`src/rtl/gyro_pkg.sv`:
```
// Shared definitions for the gyro processing chain: calibration FSM states,
// default widths and the saturating subtract used by every gyro stage.
package gyro_pkg;

  localparam int unsigned GYRO_DATA_W       = 16;
  localparam int unsigned GYRO_LOG2_SAMPLES = 10;

  typedef enum logic [1:0] {
    IDLE,
    ACCUM,
    DIVIDE,
    CAL
  } gyro_cal_state_t;

  // a - b evaluated one bit wider than the operands, clamped to a signed w-bit range.
  function automatic logic signed [32:0] sat_sub(input logic signed [31:0] a,
                                                 input logic signed [31:0] b,
                                                 input int unsigned        w);
    logic signed [32:0] diff;
    logic signed [32:0] max_v;
    logic signed [32:0] min_v;
    diff  = $signed({a[31], a}) - $signed({b[31], b});
    max_v = (33'sd1 <<< (w - 1)) - 33'sd1;
    min_v = -(33'sd1 <<< (w - 1));
    if (diff > max_v) return max_v;
    if (diff < min_v) return min_v;
    return diff;
  endfunction

endpackage

```
`src/rtl/gyro_axis_cal.sv`:
```
// One gyro axis: bias accumulator, committed bias register and the registered
// saturating bias subtraction.
module gyro_axis_cal
  import gyro_pkg::*;
#(
  parameter int unsigned DATA_W       = GYRO_DATA_W,
  parameter int unsigned LOG2_SAMPLES = GYRO_LOG2_SAMPLES
) (
  input  logic                     clk,
  input  logic                     rst_n,
  input  logic                     acc_clr_i,
  input  logic                     acc_en_i,
  input  logic                     bias_load_i,
  input  logic                     sample_valid_i,
  input  logic signed [DATA_W-1:0] sample_i,
  output logic signed [DATA_W-1:0] corr_o
);

  // Sum of 2^LOG2_SAMPLES DATA_W-bit samples always fits in this width.
  localparam int unsigned ACC_W = DATA_W + LOG2_SAMPLES;

  logic signed [ACC_W-1:0]  acc_q, acc_d;
  logic signed [DATA_W-1:0] bias_q, bias_d;
  logic signed [DATA_W-1:0] corr_q, corr_d;

  always_comb begin
    // NOTE: every output of a combinational block gets a default first, so no path leaves it unassigned and infers a latch.
    acc_d  = acc_q;
    bias_d = bias_q;
    corr_d = corr_q;
    if (acc_clr_i) begin
      acc_d = '0;
    end else if (acc_en_i) begin
      acc_d = acc_q + ACC_W'(sample_i);
    end
    // Arithmetic shift floors the mean, so negative averages round down.
    if (bias_load_i) begin
      bias_d = DATA_W'(acc_q >>> LOG2_SAMPLES);
    end
    if (sample_valid_i) begin
      corr_d = DATA_W'(sat_sub(32'(sample_i), 32'(bias_q), DATA_W));
    end
  end

  always_ff @(posedge clk or negedge rst_n) begin
    // NOTE: state is updated with non-blocking assignments so all flops see pre-edge values regardless of statement order.
    if (!rst_n) begin
      acc_q  <= '0;
      bias_q <= '0;
      corr_q <= '0;
    end else begin
      acc_q  <= acc_d;
      bias_q <= bias_d;
      corr_q <= corr_d;
    end
  end

  assign corr_o = corr_q;

endmodule

```
`src/rtl/gyro_bias_cal.sv`:
```
// Gyro zero-rate bias calibrator: averages stationary samples on request and
// subtracts the resulting per-axis bias, with saturation, from every sample.
module gyro_bias_cal
  import gyro_pkg::*;
#(
  parameter int unsigned LOG2_SAMPLES = GYRO_LOG2_SAMPLES,
  parameter int unsigned DATA_W       = GYRO_DATA_W
) (
  input  logic                     clk_100mhz,
  input  logic                     reset_n,
  input  logic                     cal_start,
  input  logic                     sample_valid,
  input  logic signed [DATA_W-1:0] gx,
  input  logic signed [DATA_W-1:0] gy,
  input  logic signed [DATA_W-1:0] gz,
  output logic signed [DATA_W-1:0] gx_corr,
  output logic signed [DATA_W-1:0] gy_corr,
  output logic signed [DATA_W-1:0] gz_corr,
  output logic                     corr_valid,
  output logic                     busy,
  output logic                     cal_done
);

  localparam logic [LOG2_SAMPLES-1:0] COUNT_LAST = '1;

  gyro_cal_state_t         state_q, state_d;
  logic                    sync1_q, sync2_q, start_prev_q;
  logic                    start_edge;
  logic [LOG2_SAMPLES-1:0] count_q, count_d;
  logic                    corr_valid_q;
  logic                    cal_done_q, cal_done_d;
  logic                    acc_clr, acc_en, bias_load;

  // cal_start is an asynchronous switch: two-flop synchroniser, then rising-edge detect.
  always_ff @(posedge clk_100mhz or negedge reset_n) begin
    if (!reset_n) begin
      sync1_q      <= 1'b0;
      sync2_q      <= 1'b0;
      start_prev_q <= 1'b0;
    end else begin
      sync1_q      <= cal_start;
      sync2_q      <= sync1_q;
      start_prev_q <= sync2_q;
    end
  end

  assign start_edge = sync2_q & ~start_prev_q;

  always_ff @(posedge clk_100mhz or negedge reset_n) begin
    if (!reset_n) begin
      state_q <= IDLE;
    end else begin
      state_q <= state_d;
    end
  end

  always_comb begin
    state_d = state_q;
    unique case (state_q)
      IDLE:    if (start_edge) state_d = ACCUM;
      ACCUM: begin
        if (start_edge) begin
          state_d = ACCUM;
        end else if (sample_valid && (count_q == COUNT_LAST)) begin
          state_d = DIVIDE;
        end
      end
      DIVIDE:  state_d = CAL;
      CAL:     if (start_edge) state_d = ACCUM;
      default: state_d = IDLE;
    endcase
  end

  // A start edge in the same cycle as a sample wins: the sample is not accumulated.
  always_comb begin
    busy      = (state_q == ACCUM) || (state_q == DIVIDE);
    acc_clr   = start_edge && (state_q != DIVIDE);
    acc_en    = (state_q == ACCUM) && sample_valid && !start_edge;
    bias_load = (state_q == DIVIDE);
  end

  always_comb begin
    count_d    = count_q;
    cal_done_d = cal_done_q | bias_load;
    if (acc_clr) begin
      count_d = '0;
    end else if (acc_en) begin
      count_d = count_q + 1'b1;
    end
  end

  always_ff @(posedge clk_100mhz or negedge reset_n) begin
    if (!reset_n) begin
      count_q      <= '0;
      corr_valid_q <= 1'b0;
      cal_done_q   <= 1'b0;
    end else begin
      count_q      <= count_d;
      corr_valid_q <= sample_valid;
      cal_done_q   <= cal_done_d;
    end
  end

  assign corr_valid = corr_valid_q;
  assign cal_done   = cal_done_q;

  gyro_axis_cal #(.DATA_W(DATA_W), .LOG2_SAMPLES(LOG2_SAMPLES)) u_axis_x (
    .clk(clk_100mhz), .rst_n(reset_n), .acc_clr_i(acc_clr), .acc_en_i(acc_en),
    .bias_load_i(bias_load), .sample_valid_i(sample_valid), .sample_i(gx), .corr_o(gx_corr)
  );

  gyro_axis_cal #(.DATA_W(DATA_W), .LOG2_SAMPLES(LOG2_SAMPLES)) u_axis_y (
    .clk(clk_100mhz), .rst_n(reset_n), .acc_clr_i(acc_clr), .acc_en_i(acc_en),
    .bias_load_i(bias_load), .sample_valid_i(sample_valid), .sample_i(gy), .corr_o(gy_corr)
  );

  gyro_axis_cal #(.DATA_W(DATA_W), .LOG2_SAMPLES(LOG2_SAMPLES)) u_axis_z (
    .clk(clk_100mhz), .rst_n(reset_n), .acc_clr_i(acc_clr), .acc_en_i(acc_en),
    .bias_load_i(bias_load), .sample_valid_i(sample_valid), .sample_i(gz), .corr_o(gz_corr)
  );

endmodule

```
`config.mk`:
```
export PLATFORM = sky130hd
export DESIGN_NAME = gyro_bias_cal
export DESIGN_NICKNAME = d
export VERILOG_FILES = /design/src/rtl/gyro_pkg.sv /design/src/rtl/gyro_axis_cal.sv /design/src/rtl/gyro_bias_cal.sv
export SDC_FILE = /design/constraint.sdc
export NUM_CORES = 1
export LEC_CHECK = 0
export CORE_ASPECT_RATIO = 0.6
export CORE_UTILIZATION = 35
export DETAILED_ROUTE_END_ITERATION = 8
export PLACE_DENSITY = 0.51
export SLEW_MARGIN = 25
export SYNTH_ARGS = -nofsm -noshare
export SYNTH_HDL_FRONTEND = slang
export SYNTH_HIERARCHICAL = 1
export SYNTH_SLANG_ARGS = --single-unit
```
`constraint.sdc`:
```
create_clock -name clk_100mhz -period 2.6 [get_ports clk_100mhz]
set_clock_uncertainty 0.1 [all_clocks]
set_input_delay 0.39 -clock clk_100mhz [delete_from_list [all_inputs] [get_ports clk_100mhz]]
set_output_delay 0.39 -clock clk_100mhz [all_outputs]
set_load 0.05 [all_outputs]
```
==> parameters.txt <==
Parameter                              Value

Drt
  Routed Antenna Nets    0
  Detailed-route wire length per cell    about 18 um
  Number of vias per cell after detailed routing    5.16
  Count of unresolved DRC violations after routing    0
  DRC violation total after the first TritonRoute iteration    936
  Final Routed Wirelength    about 47 mm
  Detailed-router iteration count before antenna repair    5
  Total number of vias    13700

Hold path
  Worst Hold Class    reg2reg
  Hold depth    0

Cells and area
  Top library cells by usage in the layout, fill and taps aside    sky130_fd_sc_hd__buf_4, sky130_fd_sc_hd__dfrtp_1, sky130_fd_sc_hd__nor2_1
  Share of layout cells above drive strength 1    32.9%
  Core utilization of the finished layout    53.1%
  Diodes inserted    0
  Number of nets in the layout    2308
  Storage element area    4780 um2
  Leading cell type in the layout, fill and taps excluded    sky130_fd_sc_hd__buf_4
  Combined area of the multi-input logic cells    9930 um2
  Number of filler instances in the final layout    3567
  Area added between synthesis and finish    47.6%

Timing
  Relative max-transition margin    41.7%
  Max-slew violations    0
  Count of endpoints failing hold in the final timing report    0
  Tightest Pin Transition    0.867 ns
  RSZ-0062 raised after global routing    true
  Final setup TNS    -10.10 ns
  Ratio of final minimum period to clock period    113%
  Total setup violations reported at the end of the flow    61
  Final critical delay including setup and external delays    2.94 ns
  Maximum achievable frequency    340 MHz
  Worst setup margin    -0.343 ns

Global routing
  Met1 capacity usage during global routing    35.5%
  Leftover overflow at the end of global routing    0
  Routing usage on met2    32.0%
  Vias in the first global route    13400
  Met3 global-route usage    2.95%
  Global-route wire length before repair    74.1 mm
  Antenna violations before repair    0
  Pin count of the biggest net entering global routing    96
  Peak-usage layer in the global routing report    met1
  Global-route total usage across every layer    roughly 23%

Floorplanning
  Number of rows created at floorplan    between 50 and 60
  Die H    roughly 160 um
  DIE AREA    41500 um2
  Width of the die    between 200 and 300 um
  Initial Util    36.0%
  Area of the core region    39600 um2
  Top-Level Pins    103

Worst setup path
  R2R cell count    10
  Kind of critical path    reg2reg
  Startpoint Class    flip-flop
  Largest driver fanout on the critical path    3
  Critical Path RT    between 2 and 3 ns
  Crit end category    flip-flop
  WP data arrival    3.18 ns

CTS
  CTS tree    built
  TritonCTS buffer count    17
  Maximum clock insertion buffer count    2
  Root Buffer    sky130_fd_sc_hd__clkbuf_16
  H-tree levels    4
  Clock insertion delay at the later pin of the skew report    0.46 ns
  CTS clk-pin slew, worst paths    about 0.080 ns
  Clock tree sinks    between 150 and 200

Logic synthesis
  Count of mapped cells out of synthesis    1614
  Synthesis Warnings    6
  Yosys top cell by area    sky130_fd_sc_hd__dfrtp_1
  Syn_area_per_cell    approximately 9 um2
  Share of synthesized flip-flops with an asynchronous set or reset    100%
  Main combinational cell family by area after synthesis    compound AO/OA/AOI/OAI gates
  Post-synthesis compound-gate area fraction    23.7%
  XOR/XNOR share of the synthesized area    4.92%
  Synthesized-area fraction occupied by adder cells    11.9%
  Mapped cell area    14200 um2
  Prevailing post-synth register cell    sky130_fd_sc_hd__dfrtp_1
  Leading post-synthesis cells by cell area    sky130_fd_sc_hd__dfrtp_1, sky130_fd_sc_hd__ha_1, sky130_fd_sc_hd__nor2_1, sky130_fd_sc_hd__xnor2_1, sky130_fd_sc_hd__o21ai_0
  Yosys cell types    86
  EDFF count, synth    0
  Area share of the largest cell type after synthesis    33.5%
  Share of synthesized area occupied by flip-flops and latches    between 30% and 40%
  Synthesized-area fraction occupied by and/or/nand/nor cells    16.6%
  Number of synthesized register bits    around 190
  Synth Net Count    1798
  Multiplexer share of the synthesized area    4.15%

Outcome
  Violated checks    negative setup slack
  Run status    finished, violations left

Place
  Gp weighted congestion    about 0.89
  I/O Buffers    102
  DP HPWL    35.1 mm

Power
  Ratio of total power to cell area    between 700 and 800 nW/um2
  Worst voltage drop across the vdd grid    416 uV
  Design Power    16.6 mW
  Leakage Power    9.68 nW

Run
  Max-cap violation count    0
==> worst max-delay path: stages (launching register included) <==
cell	delay (ns)
sky130_fd_sc_hd__dfrtp_1	0.42
sky130_fd_sc_hd__ha_4	0.18
sky130_fd_sc_hd__fa_2	0.37
sky130_fd_sc_hd__a211oi_4	0.26
sky130_fd_sc_hd__o21ai_2	0.11
sky130_fd_sc_hd__o211ai_1	0.19
sky130_fd_sc_hd__a31oi_2	0.17
sky130_fd_sc_hd__a221o_1	0.40
sky130_fd_sc_hd__a311oi_2	0.29
sky130_fd_sc_hd__nor4b_1	0.10
sky130_fd_sc_hd__a211o_1	0.23
==> final timing paths <==
kind	endpoint	start	slack, ns
setup / recovery	u_axis_z/acc_q[24]$_DFFE_PN0P_	u_axis_z/acc_q[0]$_DFFE_PN0P_	-0.34
setup reg to reg	u_axis_z/acc_q[24]$_DFFE_PN0P_	u_axis_z/acc_q[0]$_DFFE_PN0P_	-0.34
hold / removal	sync2_q$_DFF_PN0_	sync1_q$_DFF_PN0_	0.26
hold reg to reg	sync2_q$_DFF_PN0_	sync1_q$_DFF_PN0_	0.26
min in group asynchronous	u_axis_z/corr_o[4]$_DFFE_PN0P_	reset_n	0.33
max in group asynchronous	state_q[1]$_DFFE_PN0P_	reset_n	1.28
==> logic make-up after synthesis <==
| kind of cell | count (synthesis) |
|---|---|
| xor gates and xnor gates | 80 |
| muxes | 57 |
| buffers and inverters | 186 |
| and+or+nand+nor | 471 |
| DFF | 191 |
| adders and majority gates | 132 |
| AOI/OAI and AO/OA | 497 |
==> power by group <==
group	leakage, nW	internal (mW)	switching (mW)
clock	0.271	1.36	1.34
sequential	2.46	3.59	0.588
combinational	6.95	4.86	4.82
==> registers in the layout (all words and copies together) (netlist names) <==
signal           count
u_axis_z/corr_o     16
u_axis_y/bias_q     16
sync2_q              1
u_axis_x/bias_q     16
start_prev_q         1
u_axis_y/corr_o     16
u_axis_y/acc_q      26
state_q              2
count_q             10
u_axis_z/bias_q     16
u_axis_x/acc_q      26
corr_valid           1
u_axis_z/acc_q      26
u_axis_x/corr_o     16
cal_done             1
sync1_q              1
==> metal layers <==
metal	wire length [um]	vias up	part of all wire, %
met5	0	-	0
met3	1620	40	3.5
met2	18600	241	40
li1	-	6841	-
met1	25900	6611	55
met4	748	0	1.6
==> layout make-up <==
cell class | instances | share of cell area (%)
Timing Repair Buffer | 546 | 21.8
Clock inverter | 14 | 0.708
Tap cell | 522 | 3.11
Inverter | 131 | 2.34
Multi-Input combinational cell | 1237 | 47.2
Clock buffer | 18 | 2.04
Sequential cell | 191 | 22.7
==> repair_timing <==
action / CTS / global route
buffers inserted: 23 / 18
hold buffers: 1 / 0
hold endpoints to repair: 37 / 0
setup endpoints to repair: 71 / 78
pin swaps: 74 / 67
gates cloned: 3 / 1
resized for setup: 147 / 100
==> Yosys cell counts, types with 13 or more instances <==
| cell type | number |
|---|---|
| sky130_fd_sc_hd__a211oi_1 | 30 |
| sky130_fd_sc_hd__a21o_1 | 40 |
| sky130_fd_sc_hd__a21oi_1 | 111 |
| sky130_fd_sc_hd__a31oi_1 | 17 |
| sky130_fd_sc_hd__clkbuf_1 | 38 |
| sky130_fd_sc_hd__dfrtp_1 | 191 |
| sky130_fd_sc_hd__ha_1 | 126 |
| sky130_fd_sc_hd__inv_1 | 131 |
| sky130_fd_sc_hd__mux2i_1 | 47 |
| sky130_fd_sc_hd__nand2_1 | 116 |
| sky130_fd_sc_hd__nand2b_1 | 13 |
| sky130_fd_sc_hd__nand3_1 | 24 |
| sky130_fd_sc_hd__nand4_1 | 18 |
| sky130_fd_sc_hd__nor2_1 | 169 |
| sky130_fd_sc_hd__nor2b_1 | 30 |
| sky130_fd_sc_hd__nor3_1 | 22 |
| sky130_fd_sc_hd__o211ai_1 | 17 |
| sky130_fd_sc_hd__o21a_1 | 19 |
| sky130_fd_sc_hd__o21ai_0 | 117 |
| sky130_fd_sc_hd__o22ai_1 | 29 |
| sky130_fd_sc_hd__xnor2_1 | 69 |
==> metrics by stage <==
step / hold slack (ns) / area [um2] / instances / worst slack [ns]
floorplan: -0.00559 / 14400 / 1614 / -0.115
global placement: 0.234 / 18900 / 2584 / -0.835
detailed placement: 0.237 / 18900 / 2584 / -0.887
CTS: 0.262 / 20300 / 2643 / -0.347
global route: 0.271 / 21000 / 2659 / -0.456
finish: 0.257 / 21000 / 2659 / -0.343
Power figures use the tool's default switching activity.
